$ cat config.mk
export PLATFORM = sky130hd
export DESIGN_NAME = stage_monitor_flat
export DESIGN_NICKNAME = d
export VERILOG_FILES = /design/src/rtl/stage_monitor_if.sv /design/src/rtl/stage_monitor.sv /design/src/flat_wrapper.sv
export SDC_FILE = /design/constraint.sdc
export NUM_CORES = 1
export LEC_CHECK = 0
export ABC_CLOCK_PERIOD_IN_PS = 4700
export CORE_AREA = 5 5 104 106
export CTS_CLUSTER_SIZE = 8
export DETAILED_ROUTE_END_ITERATION = 6
export DIE_AREA = 0 0 109 111
export DONT_BUFFER_PORTS = 1
export HOLD_SLACK_MARGIN = 0.02
export PLACE_DENSITY = 0.75
export SYNTH_ARGS = -nofsm -noshare
export SYNTH_HDL_FRONTEND = slang
export SYNTH_SLANG_ARGS = --single-unit
$ cat constraint.sdc
create_clock -name wb_clk_i -period 4.7 [get_ports wb_clk_i]
set_input_delay 0.235 -clock wb_clk_i [delete_from_list [all_inputs] [get_ports wb_clk_i]]
set_output_delay 0.235 -clock wb_clk_i [all_outputs]
set_load 0.02 [all_outputs]
$ cat src/rtl/stage_monitor_if.sv
// Log readout stream of stage_monitor: FWFT FIFO head with a valid/ready handshake.
interface stage_monitor_if #(
  parameter int unsigned DW = 9
) ();
  logic          log_valid;
  logic          log_ready;
  logic [DW-1:0] log_data;

  modport master (output log_valid, output log_data, input log_ready);
  modport slave  (input log_valid, input log_data, output log_ready);
endinterface

$ cat src/rtl/stage_monitor.sv
// Multi-channel test-stage monitor: samples stage codes on a prescaled tick, logs changes into a
// FIFO and declares PASS/FAIL/TIMEOUT from error flags, pass codes and a progress watchdog.
module stage_monitor #(
  parameter int unsigned NCH             = 2,
  parameter int unsigned STAGE_W         = 8,
  parameter int unsigned SAMPLE_DIV      = 100,
  parameter int unsigned TIMEOUT_SAMPLES = 6400,
  parameter logic [STAGE_W-1:0] PASS_CODE = 8'hFE,
  parameter int unsigned FIFO_DEPTH      = 8,
  localparam int unsigned CW             = (NCH > 1) ? $clog2(NCH) : 1
) (
  input  logic                     wb_clk_i,
  input  logic                     wb_rst_i,
  input  logic                     start,
  input  logic [NCH*STAGE_W-1:0]   stage_in,
  input  logic [NCH-1:0]           err_in,
  stage_monitor_if.master          log_if,
  output logic                     busy,
  output logic                     done,
  output logic                     pass,
  output logic                     fail,
  output logic                     timeout,
  output logic [CW-1:0]            fail_chan,
  output logic                     overflow
);

  localparam int unsigned DW = CW + STAGE_W;
  localparam int unsigned PW = $clog2(SAMPLE_DIV);
  localparam int unsigned WW = (TIMEOUT_SAMPLES > 1) ? $clog2(TIMEOUT_SAMPLES) : 1;
  localparam int unsigned AW = $clog2(FIFO_DEPTH);
  localparam logic [PW-1:0] PMax = PW'(SAMPLE_DIV - 1);
  localparam logic [WW-1:0] WMax = WW'(TIMEOUT_SAMPLES - 1);
  localparam logic [AW:0]   Full = (AW + 1)'(FIFO_DEPTH);

  typedef enum logic [2:0] {StIdle, StRun, StPass, StFail, StTimeout} state_e;

  state_e                        state_q, state_d;
  logic [PW-1:0]                 presc_q, presc_d;
  logic [WW-1:0]                 wdog_q, wdog_d;
  logic [NCH-1:0][STAGE_W-1:0]   last_q, last_d;
  logic [AW-1:0]                 wptr_q, wptr_d, rptr_q, rptr_d;
  logic [AW:0]                   cnt_q, cnt_d;
  logic                          ovf_q, ovf_d;
  logic [CW-1:0]                 fchan_q, fchan_d;
  logic [DW-1:0]                 mem_q [FIFO_DEPTH];

  logic                err_any, all_pass, chg_any, tick, pop, push, wr_en;
  logic [CW-1:0]       err_idx, chg_idx;
  logic [STAGE_W-1:0]  chg_stage;
  logic [DW-1:0]       wr_data;

  // Descending scans so the lowest matching channel index is the one left standing.
  always_comb begin
    err_any   = |err_in;
    err_idx   = '0;
    all_pass  = 1'b1;
    chg_any   = 1'b0;
    chg_idx   = '0;
    chg_stage = '0;
    for (int c = NCH - 1; c >= 0; c--) begin
      if (err_in[c]) err_idx = CW'(c);
      if (stage_in[c*STAGE_W +: STAGE_W] != PASS_CODE) all_pass = 1'b0;
      if (stage_in[c*STAGE_W +: STAGE_W] != last_q[c]) begin
        chg_any   = 1'b1;
        chg_idx   = CW'(c);
        chg_stage = stage_in[c*STAGE_W +: STAGE_W];
      end
    end
  end

  assign tick    = (state_q == StRun) && (presc_q == PMax);
  assign pop     = (cnt_q != '0) && log_if.log_ready;
  assign wr_data = {chg_idx, chg_stage};

  always_comb begin
    state_d = state_q;
    presc_d = presc_q;
    wdog_d  = wdog_q;
    last_d  = last_q;
    wptr_d  = wptr_q;
    rptr_d  = rptr_q;
    cnt_d   = cnt_q;
    ovf_d   = ovf_q;
    fchan_d = fchan_q;
    push    = 1'b0;
    wr_en   = 1'b0;
    if (start && (state_q != StRun)) begin
      state_d = StRun;
      presc_d = '0;
      wdog_d  = '0;
      last_d  = '0;
      wptr_d  = '0;
      rptr_d  = '0;
      cnt_d   = '0;
      ovf_d   = 1'b0;
      fchan_d = '0;
    end else begin
      if (pop) begin
        rptr_d = rptr_q + 1'b1;
        cnt_d  = cnt_q - 1'b1;
      end
      if (state_q == StRun) begin
        presc_d = tick ? '0 : presc_q + 1'b1;
        if (tick) begin
          if (err_any) begin
            state_d = StFail;
            fchan_d = err_idx;
          end else begin
            // A full FIFO still accepts the push when the head leaves in the same cycle.
            if (chg_any) begin
              if ((cnt_q != Full) || pop) begin
                push              = 1'b1;
                wr_en             = 1'b1;
                wptr_d            = wptr_q + 1'b1;
                cnt_d             = cnt_d + 1'b1;
                last_d[chg_idx]   = chg_stage;
              end else begin
                ovf_d = 1'b1;
              end
            end
            if (push)                wdog_d = '0;
            else if (wdog_q != WMax) wdog_d = wdog_q + 1'b1;
            if (all_pass)                        state_d = StPass;
            else if (!push && (wdog_q == WMax))  state_d = StTimeout;
          end
        end
      end
    end
  end

  always_ff @(posedge wb_clk_i or posedge wb_rst_i) begin
    if (wb_rst_i) begin
      state_q <= StIdle;
      presc_q <= '0;
      wdog_q  <= '0;
      last_q  <= '0;
      wptr_q  <= '0;
      rptr_q  <= '0;
      cnt_q   <= '0;
      ovf_q   <= 1'b0;
      fchan_q <= '0;
    end else begin
      state_q <= state_d;
      presc_q <= presc_d;
      wdog_q  <= wdog_d;
      last_q  <= last_d;
      wptr_q  <= wptr_d;
      rptr_q  <= rptr_d;
      cnt_q   <= cnt_d;
      ovf_q   <= ovf_d;
      fchan_q <= fchan_d;
    end
  end

  // Storage needs no reset: contents are only visible through a non-zero count.
  always_ff @(posedge wb_clk_i) begin
    if (wr_en) mem_q[wptr_q] <= wr_data;
  end

  assign log_if.log_valid = (cnt_q != '0);
  assign log_if.log_data  = (cnt_q != '0) ? mem_q[rptr_q] : '0;

  assign busy      = (state_q == StRun);
  assign pass      = (state_q == StPass);
  assign fail      = (state_q == StFail);
  assign timeout   = (state_q == StTimeout);
  assign done      = pass || fail || timeout;
  assign fail_chan = fchan_q;
  assign overflow  = ovf_q;

endmodule
$ cat src/flat_wrapper.sv
// flat-port wrapper written by rule: the top's interface ports become plain ports
module stage_monitor_flat 
#(
  parameter int unsigned NCH             = 2,
  parameter int unsigned STAGE_W         = 8,
  parameter int unsigned SAMPLE_DIV      = 100,
  parameter int unsigned TIMEOUT_SAMPLES = 6400,
  parameter logic [STAGE_W-1:0] PASS_CODE = 8'hFE,
  parameter int unsigned FIFO_DEPTH      = 8,
  localparam int unsigned CW             = (NCH > 1) ? $clog2(NCH) : 1
)
  (wb_clk_i, wb_rst_i, start, stage_in, err_in, busy, done, pass, fail, timeout, fail_chan, overflow, log_if_log_valid, log_if_log_data, log_if_log_ready);
  stage_monitor_if log_if_i ();
  input  logic wb_clk_i;
  input  logic wb_rst_i;
  input  logic start;
  input  logic [NCH*STAGE_W-1:0] stage_in;
  input  logic [NCH-1:0] err_in;
  output logic busy;
  output logic done;
  output logic pass;
  output logic fail;
  output logic timeout;
  output logic [CW-1:0] fail_chan;
  output logic overflow;
  output wire logic [$bits(log_if_i.log_valid)-1:0] log_if_log_valid;
  output wire logic [$bits(log_if_i.log_data)-1:0] log_if_log_data;
  input wire logic [$bits(log_if_i.log_ready)-1:0] log_if_log_ready;
  assign log_if_log_valid = log_if_i.log_valid;
  assign log_if_log_data = log_if_i.log_data;
  assign log_if_i.log_ready = log_if_log_ready;
  stage_monitor #(.NCH(NCH), .STAGE_W(STAGE_W), .SAMPLE_DIV(SAMPLE_DIV), .TIMEOUT_SAMPLES(TIMEOUT_SAMPLES), .PASS_CODE(PASS_CODE), .FIFO_DEPTH(FIFO_DEPTH)) u_core (.wb_clk_i(wb_clk_i), .wb_rst_i(wb_rst_i), .start(start), .stage_in(stage_in), .err_in(err_in), .log_if(log_if_i), .busy(busy), .done(done), .pass(pass), .fail(fail), .timeout(timeout), .fail_chan(fail_chan), .overflow(overflow));
endmodule
==> flow_metrics.py, run 1 <==
metrics = {
    "outcome": {
        "status": "finished clean",
    },
    "floorplanning": {
        "core_area_mm2": 0.00968,
        "die_h_um": 111,
        "die_w_um": 109,
        "io_pins": 39,
        "rows": 36,
        "dieArea_mm2": 0.0121,
        "initial_core_util_pct": 59.4,
    },
    "global_route": {
        "grt_antenna_before_repair": 1,
        "grt_pass1_wl_mm": 21.1,
        "grt_pass1_vias": 3918,
        "gr-total-overflow": 0,
        "grt_start_max_net_pins": 52,
        "grtUsageTotal_pct": 22.9,
    },
    "run": {
        "max_cap_violations": 0,
    },
    "pwr": {
        "comb_power_share_pct": 21.9,
        "p_per_area_mw_per_mm2": 498,
        "p_int_mw": 2.29,
        "swShare_pct": 31.6,
        "pwr-share-seq_pct": 41.1,
        "power_switching_mw": 1.06,
        "power_mw": 3.35,
        "leakagePower_nw": 2.60,
        "clockPowerShare_pct": 37.0,
        "ir_worst_vdd_uv": 307,
    },
    "timing": {
        "setup_viol": 0,
        "worst_pin_slew_ns": 1.17,
        "post-route-period-util_pct": 68.4,
        "skew_ns": 0.0169,
        "slew_headroom_pct": 21.6,
        "rsz0062_at_grt": "false",
        "min_period_ns": 3.22,
        "fmax_mhz": 311,
        "timing.final.ws_setup_ns": 1.48,
        "drv_slew": 0,
        "fin_tns_setup_ns": 0,
        "hold_viol_final": 0,
    },
    "yosys": {
        "syn-cell-area_mm2": 0.00575,
        "synth_edf_count": 72,
        "synth_most_common_cell": "edfxtp_1",
        "synth.distinct_cells": 50,
        "synth_nets": 484,
        "postSynthCellCount": 456,
        "synth-main-ff-cell": "edfxtp_1",
        "ys_seq_elements": 123,
        "synth_area_leaders": "edfxtp_1, dfrtp_1, mux4_2",
        "avgSynthCellArea_um2": 12.6,
        "async_reset_ff_share_pct": 41.5,
        "synth_common_cells": "edfxtp_1, nand2_1, dfrtp_1, nor2_1, o21ai_0",
        "ys_warn_count": 0,
        "synth_area_leader_cell": "edfxtp_1",
        "yosysSeqAreaShare_pct": 59.8,
        "synth.top_cell.area_share_pct": 37.6,
    },
    "routing": {
        "vias": 3889,
        "drt_wl_total_mm": 13.0,
        "drt_first_pass_iters": 5,
        "drt_iter0_markers": 384,
        "route.detailed.drc": 0,
        "avgViaCountPerCell": 6.11,
        "post_drt_wl_per_cell_um": 20.4,
        "ant_nets": 0,
    },
    "worst_setup_path": {
        "path_max_fanout": 22,
        "cp_top_family": "simple AND/OR/NAND/NOR gates",
        "cp.required_ns": 4.83,
        "cp-start-kind": "register",
        "crit_buf_inv": 0,
        "cp-end-kind": "register",
        "crit_chain": "or3b_1 > nand2_1 > nand2b_1 > nor3_1",
        "cp_data_arrival_time_ns": 3.34,
        "slowest_delay_ns": 0.99,
        "cpMaxStageDelayCell": "nor3_1",
        "criticalPathCategory": "reg -> reg",
    },
    "cells_and_area": {
        "multi_input_comb_area_mm2": 0.00222,
        "area_growth_syn_to_layout_pct": 16.8,
        "n_fill_cell": 669,
        "drive_above_1_share_pct": 14.7,
        "nets": 518,
        "layout.area.seq_mm2": 0.00344,
        "final_core_util_pct": 69.4,
    },
    "place": {
        "dp_hpwl_mm": 8.17,
        "post-place-ws_ns": 1.54,
        "place.gp.congestion": 0.867,
        "port_buffers": 0,
    },
    "clock_tree": {
        "postCtsSetupRepairBufs": 0,
        "clkLatencyLatePin_ns": 0.52,
        "cts_max_level": 4,
        "clockBufferDepth": 2,
        "ctsResizeCount": 0,
        "clk_pin_slew_ns": 0.06,
        "cts_tree": "done",
        "cts_hold_buf": 22,
        "cts_buffers": 17,
        "root_buffer": "clkbuf_8",
        "numClockSinks": 123,
    },
    "hold_path": {
        "hp-class": "in -> reg",
    },
}
worst min-delay path, stage by stage:
cell and delay, ns:
nor2_1 0.08, o41ai_1 0.16, o41ai_1 0.10
worst paths after layout:
check	from	endpoint	slack [ns]	depth (start not counted)
setup / recovery	u_core.state_q[2]$_DFFE_PP0P_	u_core.mem_q[6][6]$_DFFE_PP_	1.48	4
hold / removal	err_in[1]	u_core.state_q[2]$_DFFE_PP0P_	0.09	3
setup reg to reg	u_core.state_q[2]$_DFFE_PP0P_	u_core.mem_q[6][6]$_DFFE_PP_	1.48	4
hold reg to reg	u_core.last_q[4]$_DFFE_PP0P_	u_core.last_q[4]$_DFFE_PP0P_	0.51	2
max in group asynchronous	wb_rst_i	u_core.last_q[14]$_DFFE_PP0P_	3.60	2
min in group asynchronous	wb_rst_i	u_core.wdog_q[12]$_DFFE_PP0P_	0.43	2
per-stage QoR:
stage / hold slack, ns / std cells / cell area, µm²
after detailed placement: 0.346 / 582 / 5930
after floorplan: 0.331 / 456 / 5750
after global routing: 0.100 / 637 / 6720
after CTS: 0.0509 / 636 / 6710
after global placement: 0.351 / 582 / 5930
final: 0.0891 / 637 / 6720
registers in the layout, indices dropped and copies added (netlist names):
register          flops
u_core.overflow       1
u_core.mem_q         72
u_core.wptr_q         3
u_core.presc_q        7
u_core.state_q        3
u_core.fail_chan      1
u_core.rptr_q         3
u_core.wdog_q        13
u_core.cnt_q          4
u_core.last_q        16
kinds of logic (layout without fill, tap and decap cells):
kind of cell	count (synthesis)	in the layout	synth area share, %
and+or+nand+nor	173	173	15.6
DFF	123	123	59.8
AOI/OAI and AO/OA	73	73	8.46
muxes	30	30	9.25
buffers and inverters	27	74	1.98
xor gates and xnor gates	24	24	3.65
adders and majority gates	6	6	1.31
other	0	1	0
cell type report:
class | instances | share of cell area, %
clock inverters | 15 | 2.25
clock buffers | 17 | 6.17
inverters | 12 | 0.671
well taps | 133 | 2.48
multi-input cells | 306 | 33.0
repair buffers | 30 | 4.17
diodes | 1 | 0.0373
flip-flops and latches | 123 | 51.2
layer usage:
metal	track usage [%]	vias to the layer above	routed length [µm]
met5	0	-	0
met4	7.66	0	157
met3	5.53	14	859
met2	36.4	163	6500
met1	30.9	1920	5450
li1	-	1792	-
power groups by stage:
stage / clock, mW / sequential (mW) / combinational, mW
CTS: 1.26 / 1.37 / 0.738
global route: 1.31 / 1.39 / 0.807
global placement: 0 / 1.39 / 0.689
floorplan: 0 / 1.31 / 0.644
detailed placement: 0 / 1.39 / 0.714
finish: 1.24 / 1.37 / 0.734
cells in the final DEF, fill, tap and decap left out, types with 6 or more instances in the layout:
master         count
edfxtp_1          72
nand2_1           55
dfrtp_1           51
nor2_1            32
o21ai_0           26
dlygate4sd3_1     22
mux4_2            18
nand3_1           17
clkbuf_16         16
xor2_1            13
a22o_1            12
xnor2_1           11
nand4_1           10
inv_1             10
mux2i_1           10
nor3_1            10
a21o_1             9
inv_6              9
nand2b_1           8
buf_4              8
a31oi_1            6
a21oi_1            6
ha_1               6
Power figures use the tool's default switching activity.
==> run 2: changes to the inputs <==
- ABC_AREA: not set -> 1
- ABC_CLOCK_PERIOD_IN_PS: 4700 -> 2800
- CORE_AREA: 5 5 104 106 -> 5 5 109 111
- DIE_AREA: 0 0 109 111 -> 0 0 114 116
- PLACE_DENSITY: 0.75 -> 0.74
- clock period: 4.7 -> 2.8 ns (I/O delays scaled with it)
==> run 2 against run 1 <==
First-iteration DRC count down 14%. Via count grew 25%. Total power increased by 80%. Sequential share of layout area fell by 2.4 points. Setup slack lost 1.3 ns. Final area increased by 4.9%. Sequential power grew 53%. Die area is 9.3% higher. Wire length rose by 11%. Critical path depth increased by 2. Highest routed layer unchanged.
==> flow_metrics.py, run 2 <==
metrics = {
    "global_route": {
        "grtUsageTotal_pct": 23.1,
        "grt_pass1_vias": 4830,
        "gr-total-overflow": 0,
        "grt_start_max_net_pins": 52,
        "grt_pass1_wl_mm": 23.7,
        "grt_antenna_before_repair": 0,
    },
    "worst_setup_path": {
        "reg2reg_from": "u_core.presc_q[0]$_DFFE_PP0P_",
        "cp-start-kind": "register",
        "cp_data_arrival_time_ns": 2.48,
        "path_max_fanout": 29,
        "startpoint": "u_core.rptr_q[0]$_DFFE_PP0P_",
        "cp.required_ns": 2.66,
        "cp-end-kind": "output port",
        "rrSetupSlack_ns": 0.46,
        "criticalPathCategory": "reg -> out",
        "r2r_end": "u_core.mem_q[0][5]$_DFFE_PP_",
        "crit_path_end": "log_if_log_data[4]",
        "ff2ff_path_depth": 10,
    },
    "cells_and_area": {
        "regMostFlops": "u_core.mem_q",
        "antenna_cells": 0,
        "top_regs": "u_core.mem_q (72), u_core.last_q (16), u_core.wdog_q (13)",
        "area_growth_syn_to_layout_pct": 17.6,
        "drive_above_1_share_pct": 10.8,
        "layout_commonest_cell": "nand2_1",
        "stdcell_count": 861,
        "nets": 736,
        "layout_common_cells": "nand2_1, nor2_1, o21ai_0, edfxtp_1, inv_1",
        "largest_reg_flops": 72,
        "design_area_mm2": 0.00704,
    },
    "yosys": {
        "synth_common_cells": "nand2_1, nor2_1, edfxtp_1, o21ai_0, inv_1",
        "async_reset_ff_share_pct": 41.5,
        "synth_area_leaders": "edfxtp_1, dfrtp_1, nand2_1",
        "synth.top_cell.area_share_pct": 36.1,
        "ys_warn_count": 0,
        "postSynthCellCount": 663,
        "avgSynthCellArea_um2": 9.03,
        "synth_edf_count": 72,
        "synth_area_leader_cell": "edfxtp_1",
        "synth_nets": 691,
        "synth_most_common_cell": "nand2_1",
        "ys_seq_elements": 123,
        "synth-main-ff-cell": "edfxtp_1",
        "yosysSeqAreaShare_pct": 57.4,
        "syn-cell-area_mm2": 0.00599,
        "synth.distinct_cells": 34,
    },
    "pwr": {
        "leakagePower_nw": 2.96,
        "p_per_area_mw_per_mm2": 855,
        "ir_worst_vdd_uv": 581,
        "p_int_mw": 3.93,
        "swShare_pct": 34.7,
        "clockPowerShare_pct": 35.6,
        "comb_power_share_pct": 29.6,
        "pwr-share-seq_pct": 34.8,
        "power_switching_mw": 2.09,
    },
    "clock_tree": {
        "clk_pin_slew_ns": 0.06,
        "clockBufferDepth": 2,
        "root_buffer": "clkbuf_8",
        "numClockSinks": 123,
        "cts_buffers": 17,
        "clkLatencyLatePin_ns": 0.52,
        "cts_max_level": 4,
        "cts_tree": "done",
        "postCtsSetupRepairBufs": 0,
    },
    "floorplanning": {
        "rows": 38,
        "die_w_um": 114,
        "die_h_um": 116,
        "initial_core_util_pct": 56.0,
        "core_area_mm2": 0.0107,
        "io_pins": 39,
        "dieArea_mm2": 0.0132,
    },
    "routing": {
        "vias": 4842,
        "drt_wl_total_mm": 14.3,
        "avgViaCountPerCell": 5.62,
        "drt_iter0_markers": 331,
        "post_drt_wl_per_cell_um": 16.7,
        "route.detailed.drc": 0,
        "route.met3.wl_um": 992,
        "wl_met1_mm": 5.64,
        "wl_met2_mm": 7.34,
        "top_layer": "met4",
        "drt_first_pass_iters": 6,
        "ant_nets": 0,
    },
    "place": {
        "placed_cells": 807,
        "dp_hpwl_mm": 9.67,
        "port_buffers": 0,
        "place_area_mm2": 0.00624,
        "place.gp.congestion": 0.904,
    },
    "timing": {
        "fin_tns_setup_ns": 0,
        "drv_slew": 0,
        "setup_viol": 0,
        "worst_pin_slew_ns": 1.07,
        "rsz0062_at_grt": "false",
        "min_period_ns": 2.62,
        "fmax_mhz": 382,
        "hold_viol_final": 0,
        "post-route-period-util_pct": 93.5,
        "slew_headroom_pct": 28.5,
        "skew_ns": 0.0125,
    },
    "hold_path": {
        "hp-start": "stage_in[2]",
        "hp-class": "in -> reg",
    },
    "run": {
        "max_cap_violations": 0,
    },
    "outcome": {
        "status": "finished clean",
    },
}
[run 2: area by class of cell]
cell class                      instances  area (µm²)
Clock inverter                         15         173
Inverter                               74         279
Multi-Input combinational cell        448        2180
Sequential cell                       123        3440
Timing Repair Buffer                   44         385
Clock buffer                           17         414
Fill cell                             821        3650
Tap cell                              140         175
[run 2: metal layers]
metal  vias up  track usage [%]
met1      2330             27.3
met2       182             40.7
met4         0             9.18
met3        27             5.59
li1       2303                -
met5         -                0
[run 2: worst min path at each step]
| stage | cells after the start | endpoint | slack [ns] |
|---|---|---|---|
| global route | 3 | u_core.cnt_q[3]$_DFF_PP0_ | 0.06 |
| finish | 4 | u_core.state_q[1]$_DFFE_PP0P_ | 0.05 |
| global placement | 2 | u_core.fail_chan$_DFFE_PP0P_ | 0.29 |
| CTS | 3 | u_core.cnt_q[3]$_DFF_PP0_ | 0.03 |
| floorplan | 2 | u_core.fail_chan$_DFFE_PP0P_ | 0.29 |
| detailed placement | 2 | u_core.fail_chan$_DFFE_PP0P_ | 0.30 |
[run 2: kinds of logic (layout without fill, tap and decap cells)]
kind of cell / after synthesis / count (layout) / synth area share, %
adder cells (fa/ha/maj): 6 / 6 / 1.25
AO/OA/AOI/OAI: 111 / 111 / 10.1
AND/OR/NAND/NOR: 316 / 316 / 22.8
flip-flops: 123 / 123 / 57.4
XOR/XNOR: 15 / 15 / 2.19
buffers and inverters: 92 / 150 / 6.21
[run 2: power by group through the flow]
stage	Sequential, mW	Combinational [mW]	Clock, mW
floorplan	2.11	1.23	0
global placement	2.12	1.70	0
detailed placement	2.13	1.75	0
CTS	2.09	1.78	2.17
global route	2.10	1.98	2.26
finish	2.09	1.78	2.14
[run 2: what timing repair did]
| item | in CTS | in global routing |
|---|---|---|
| endpoints found under the setup margin | 0 | 0 |
| hold buffers | 22 | 0 |
| resized for setup | 0 | 0 |
| hold endpoints to repair | 80 | 0 |
[run 2: worst max-delay path: stages (launching register included)]
cell	delay, ns
dfrtp_1	0.37
inv_1	0.59
o21ai_0	0.26
o22ai_1	0.25
o21ai_0	0.13
a31oi_1	0.19
buf_4	0.17
[run 2: through the flow]
step	total power, mW	hold slack [ns]	worst slack (ns)	utilization, %
3_3_place_gp	3.82	0.293	0.605	58.3
6_report	6.02	0.0495	0.181	65.8
2_1_floorplan	3.33	0.285	0.276	-
3_5_place_dp	3.88	0.302	0.509	58.3
4_1_cts	6.04	0.0311	0.191	65.8
5_1_grt	6.35	0.0597	0.0198	65.8
